===== src/rtl/instr_fetch_unit_if.sv =====
// instr_fetch_unit_if: instruction-memory read bus between the fetch unit and memory
interface instr_fetch_unit_if #(parameter int instwidth = 32);
  logic                 imem_req;
  logic [instwidth-1:0] imem_addr;
  logic                 imem_ready;
  logic [instwidth-1:0] imem_rdata;
  modport master (output imem_req, imem_addr, input imem_ready, imem_rdata);
  modport slave (input imem_req, imem_addr, output imem_ready, imem_rdata);
endinterface


===== src/rtl/instr_fetch_unit.sv =====
// instr_fetch_unit: single-outstanding instruction fetcher with redirect and misaligned-target trap
module instr_fetch_unit #(
  parameter int                   instwidth = 32,
  parameter logic [instwidth-1:0] RESET_PC  = '0
) (
  input  logic                 clk,
  input  logic                 rst,
  instr_fetch_unit_if.master   imem,
  output logic [instwidth-1:0] inst,
  output logic                 inst_valid,
  input  logic                 inst_ack,
  input  logic                 redirect,
  input  logic [instwidth-1:0] redirect_pc,
  output logic [instwidth-1:0] pc,
  output logic [instwidth-1:0] pc_plus4,
  output logic                 fetch_err,
  output logic [31:0]          retired
);
  typedef enum logic [1:0] {S_BOOT, S_FETCH, S_HOLD, S_TRAP} state_t;
  state_t state, state_nx;
  logic ack_ok, misaligned, load;
  assign ack_ok     = state == S_HOLD && inst_valid && inst_ack;
  assign misaligned = redirect && redirect_pc[1:0] != 2'b00;
  assign load       = state == S_FETCH && imem.imem_ready;
  always_ff @(posedge clk or posedge rst)
    if (rst) state <= S_BOOT;
    else state <= state_nx;
  always_comb
    state_nx = state == S_BOOT ? S_FETCH :
               load            ? S_HOLD  :
               ack_ok          ? (misaligned ? S_TRAP : S_FETCH) : state;
  always_comb begin
    imem.imem_req  = state == S_FETCH;
    imem.imem_addr = pc;
    pc_plus4       = pc + instwidth'(4);
  end
  // Misaligned targets leave pc at the faulting instruction for post-mortem inspection.
  always_ff @(posedge clk or posedge rst)
    if (rst) begin
      pc         <= RESET_PC;
      inst       <= instwidth'(32'h0000_0013);
      inst_valid <= 1'b0;
      fetch_err  <= 1'b0;
      retired    <= '0;
    end else if (load) begin
      inst       <= imem.imem_rdata;
      inst_valid <= 1'b1;
    end else if (ack_ok) begin
      inst_valid <= 1'b0;
      retired    <= retired + 32'd1;
      if (misaligned) fetch_err <= 1'b1;
      else pc <= redirect ? redirect_pc : pc_plus4;
    end
endmodule


===== src/flat_wrapper.sv =====
// flat-port wrapper written by rule: the top's interface ports become plain ports
module instr_fetch_unit_flat 
#(
  parameter int                   instwidth = 32,
  parameter logic [instwidth-1:0] RESET_PC  = '0
)
  (clk, rst, inst, inst_valid, inst_ack, redirect, redirect_pc, pc, pc_plus4, fetch_err, retired, imem_imem_req, imem_imem_addr, imem_imem_ready, imem_imem_rdata);
  instr_fetch_unit_if #(.instwidth(instwidth)) imem_i ();
  input  logic clk;
  input  logic rst;
  output logic [instwidth-1:0] inst;
  output logic inst_valid;
  input  logic inst_ack;
  input  logic redirect;
  input  logic [instwidth-1:0] redirect_pc;
  output logic [instwidth-1:0] pc;
  output logic [instwidth-1:0] pc_plus4;
  output logic fetch_err;
  output logic [31:0] retired;
  output wire logic [$bits(imem_i.imem_req)-1:0] imem_imem_req;
  output wire logic [$bits(imem_i.imem_addr)-1:0] imem_imem_addr;
  input wire logic [$bits(imem_i.imem_ready)-1:0] imem_imem_ready;
  input wire logic [$bits(imem_i.imem_rdata)-1:0] imem_imem_rdata;
  assign imem_imem_req = imem_i.imem_req;
  assign imem_imem_addr = imem_i.imem_addr;
  assign imem_i.imem_ready = imem_imem_ready;
  assign imem_i.imem_rdata = imem_imem_rdata;
  instr_fetch_unit #(.instwidth(instwidth), .RESET_PC(RESET_PC)) u_core (.clk(clk), .rst(rst), .imem(imem_i), .inst(inst), .inst_valid(inst_valid), .inst_ack(inst_ack), .redirect(redirect), .redirect_pc(redirect_pc), .pc(pc), .pc_plus4(pc_plus4), .fetch_err(fetch_err), .retired(retired));
endmodule

===== config.mk =====
export PLATFORM = sky130hd
export DESIGN_NAME = instr_fetch_unit_flat
export DESIGN_NICKNAME = d
export VERILOG_FILES = /design/src/rtl/instr_fetch_unit_if.sv /design/src/rtl/instr_fetch_unit.sv /design/src/flat_wrapper.sv
export SDC_FILE = /design/constraint.sdc
export NUM_CORES = 1
export LEC_CHECK = 0
export BUFFER_PORTS_ARGS = -buffer_cell sky130_fd_sc_hd__buf_2
export CAP_MARGIN = 20
export CORE_MARGIN = 2
export CORE_UTILIZATION = 49
export CTS_BUF_LIST = sky130_fd_sc_hd__clkbuf_2
export DETAILED_ROUTE_END_ITERATION = 6
export PLACE_DENSITY_LB_ADDON = 0.3
export REMOVE_ABC_BUFFERS = 1
export SLEW_MARGIN = 20
export SYNTH_ARGS = -nofsm -noshare
export SYNTH_HDL_FRONTEND = slang
export SYNTH_SLANG_ARGS = --single-unit

===== constraint.sdc =====
create_clock -name clk -period 3.47 [get_ports clk]
set_input_delay 0.5205 -clock clk [delete_from_list [all_inputs] [get_ports clk]]
set_output_delay 0.5205 -clock clk [all_outputs]
set_load 0.02 [all_outputs]

==> impl_metrics.toml <==
[run_status]
status = "finished clean"

[sta]
clock-skew-final_ns = 0.0433
rsz0062_at_grt = "no"
min_period_ns = 3.26
tightest_slew_ns = 0.834
period_share_pct = 93.8
relSlewSlack_pct = 44.2
timing_hold_violations_final = 0
clock.fmax_mhz = 307
finalSetupViolations = 0
timing.setup.tns_ns = 0
drv_slew = 0

[worst_setup_path]
critPathCapture = "pc_plus4[30]"
cp_max_fo = 8
rrSetupSlack_ns = 1.12
rr_endpoint = "u_core.imem.imem_addr[27]$_DFFE_PP0P_"
crit_type = "register to output pin"
cp.required_ns = 2.95
cp-startpoint = "u_core.imem.imem_addr[3]$_DFFE_PP0P_"
cp-start-kind = "register"
r2r_cells = 5
timing.rr.start = "u_core.state[0]$_DFFE_PP0P_"
cp_data_arrival_time_ns = 2.74
critPathCaptureType = "output pin"

[grt]
grt_max_degree = 46
grt_pass1_wl_mm = 22.5
grt_pass1_vias = 4410
track_usage_pct = 25.3
antenna_found_initial = 0
gr-total-overflow = 0

[finish]
regArea_um2 = 2510
fin_nets = 761
area_growth_pct = 22.7
n_fill_cell = 862
diodes = 0
multi_input_area_um2 = 2370
drive_gt1_share_pct = 45.3

[pwr]
p_per_area_nw_per_um2 = 698
clockPowerShare_pct = 11.0
p_int_mw = 2.40
switchingPower_mw = 2.08
max-vdd-ir-drop_mv = 0.440
p_leak_nw = 3.30
p_sw_share_pct = 46.4
p_comb_share_pct = 46.8
sequentialPowerShare_pct = 42.2
total_power_mw = 4.48

[drt]
initialDrtViolationCount = 247
drt_wl_total_mm = 14.5
antenna_left = 0
drc = 0
firstDrtPassIters = 5
wire_per_inst_um = 17.4
avgViaCountPerCell = 5.48
num_vias = 4555

[synthesis]
syn_area_um2 = 5230
yosysTopAreaCellShare_pct = 46.4
yosysMostFrequentCell = "dfrtp_1"
synth_commonest_cells = "dfrtp_1 (97), xnor2_1 (41), nand2_1 (38)"
netlist.top_cell.by_area = "dfrtp_1"
synth_cells = 487
yosysWarningCount = 0
avgSynthCellArea_um2 = 10.7
synth_edf_count = 0
synth_ff_type = "dfrtp_1"
seq_area_frac_synth_pct = 47.9
ys_async_sr_fraction_pct = 100
synth.area.top_cells = "dfrtp_1 (46%), mux2_2 (6.9%), xnor2_1 (6.9%)"
synth_seq_cells = 100
synth_cell_types = 56

[min_path]
min_from = "redirect_pc[21]"
hold_class = "input pin to register"

[placement]
port_buffers = 231
dp_hpwl_mm = 10.9
finalWeightedCongestion = 0.848

[clock_network]
cts.sinks = 100
clock_path_buffers = 2
htreeDepth = 3
cts-resized-gates = 0
cts_buffers = 9
cts.reportedPaths.clkPinSlew_ns = 0.28
clkLatencyLatePin_ns = 0.56
cts_tree = "done"
clock-root-buffer = "clkbuf_2"

[floorplan]
die_area_um2 = 11500
die_w_um = 107
initial_utilization_pct = 50.7
row_count = 37
coreArea_um2 = 10300
ios = 232
die_y_um = 107

[job]
cap_violations = 0
-- registers in the layout (all words and copies together) (netlist names) --
signal and cells:
u_core.fetch_err 1, u_core.inst 32, u_core.retired 32, u_core.state 2, u_core.imem.imem_addr 32, u_core.inst_valid 1
-- power by group through the flow --
| stage | Combinational (mW) | Clock (mW) | Sequential (mW) |
|---|---|---|---|
| floorplan | 0.755 | 0 | 2.42 |
| global placement | 2.09 | 0 | 1.88 |
| detailed placement | 2.11 | 0 | 1.91 |
| CTS | 2.12 | 0.512 | 1.89 |
| global route | 2.24 | 0.561 | 1.95 |
| finish | 2.10 | 0.495 | 1.89 |
-- area by class of cell --
| class | count | area share (%) |
|---|---|---|
| multi-input cells | 329 | 36.9 |
| well taps | 136 | 2.65 |
| clock buffers | 10 | 0.780 |
| repair buffers | 244 | 19.6 |
| clock inverters | 6 | 0.663 |
| flip-flops and latches | 100 | 39.0 |
| inverters | 6 | 0.390 |
-- critical path: stages (launching register included) --
cell and delay, ns:
dfrtp_1 0.50, ha_1 0.28, nand4_1 0.32, nor4_4 0.32, buf_4 0.21, nand3_1 0.14
xnor2_2 0.20, buf_2 0.19
-- logic make-up (layout without fill, tap and decap cells) --
group	after synthesis	in the layout	synth area share, %
and+or+nand+nor	164	164	17.6
DFF	100	100	47.9
AOI/OAI and AO/OA	71	71	9.78
xor gates and xnor gates	59	59	10.3
buffers and inverters	58	266	6.81
muxes	33	33	7.08
adders and majority gates	2	2	0.478
-- worst min-delay path by stage --
stage | endpoint | slack [ns] | cells after the start
floorplan | u_core.state[0]$_DFFE_PP0P_ | 0.51 | 1
global placement | u_core.fetch_err$_DFFE_PP0P_ | 0.44 | 1
detailed placement | u_core.fetch_err$_DFFE_PP0P_ | 0.46 | 1
CTS | u_core.imem.imem_addr[21]$_DFFE_PP0P_ | 0.1 | 3
global route | u_core.imem.imem_addr[19]$_DFFE_PP0P_ | 0.09 | 3
finish | u_core.imem.imem_addr[21]$_DFFE_PP0P_ | 0.14 | 3
-- per-stage QoR --
step / hold slack (ns) / setup slack (ns) / std cells / util [%] / area [um^2]
after detailed placement: 0.456 / 0.797 / 812 / 61.0 / 6300
after global routing: 0.0933 / 0.0222 / 831 / 62.2 / 6420
after floorplan: 0.505 / 0.336 / 435 / - / 4900
after global placement: 0.436 / 0.843 / 812 / 61.0 / 6300
after CTS: 0.0983 / 0.102 / 829 / 62.0 / 6400
final: 0.141 / 0.214 / 831 / 62.2 / 6420
-- what timing repair did --
action | 4_1_cts | 5_1_grt
buffers inserted | 0 | 2
endpoints found under the hold margin | 40 | 0
endpoints found under the setup margin | 0 | 5
hold buffers | 1 | 0
-- metal layers --
metal	vias up	global-route usage, %	wire, um
met3	31	6.60	1390
met2	249	42.6	6950
met5	-	0	0
li1	2121	-	-
met4	0	10.9	422
met1	2154	30.8	5730
-- layout by cell type, fill, tap and decap left out, types with 3 or more instances in the layout --
cell type and count:
buf_2 231, dfrtp_1 97, xnor2_1 41, nand2_1 38, mux2_2 32, nand3_1 31, nor2_1 25, nand4_1 18
o21ai_0 16, xor2_1 15, buf_4 12, and3_1 11, a21oi_1 11, clkbuf_2 10, a22o_1 7, nor3_1 6
a22oi_1 6, a221o_1 6, and4_1 5, o311ai_0 4, nor2b_1 4, inv_1 4, or3_1 4, nor3b_1 4
nor3_2 3, a21o_1 3, xnor2_2 3, a31o_1 3, a31o_2 3, clkinv_4 3, dfstp_2 3
Power figures use the tool's default switching activity.
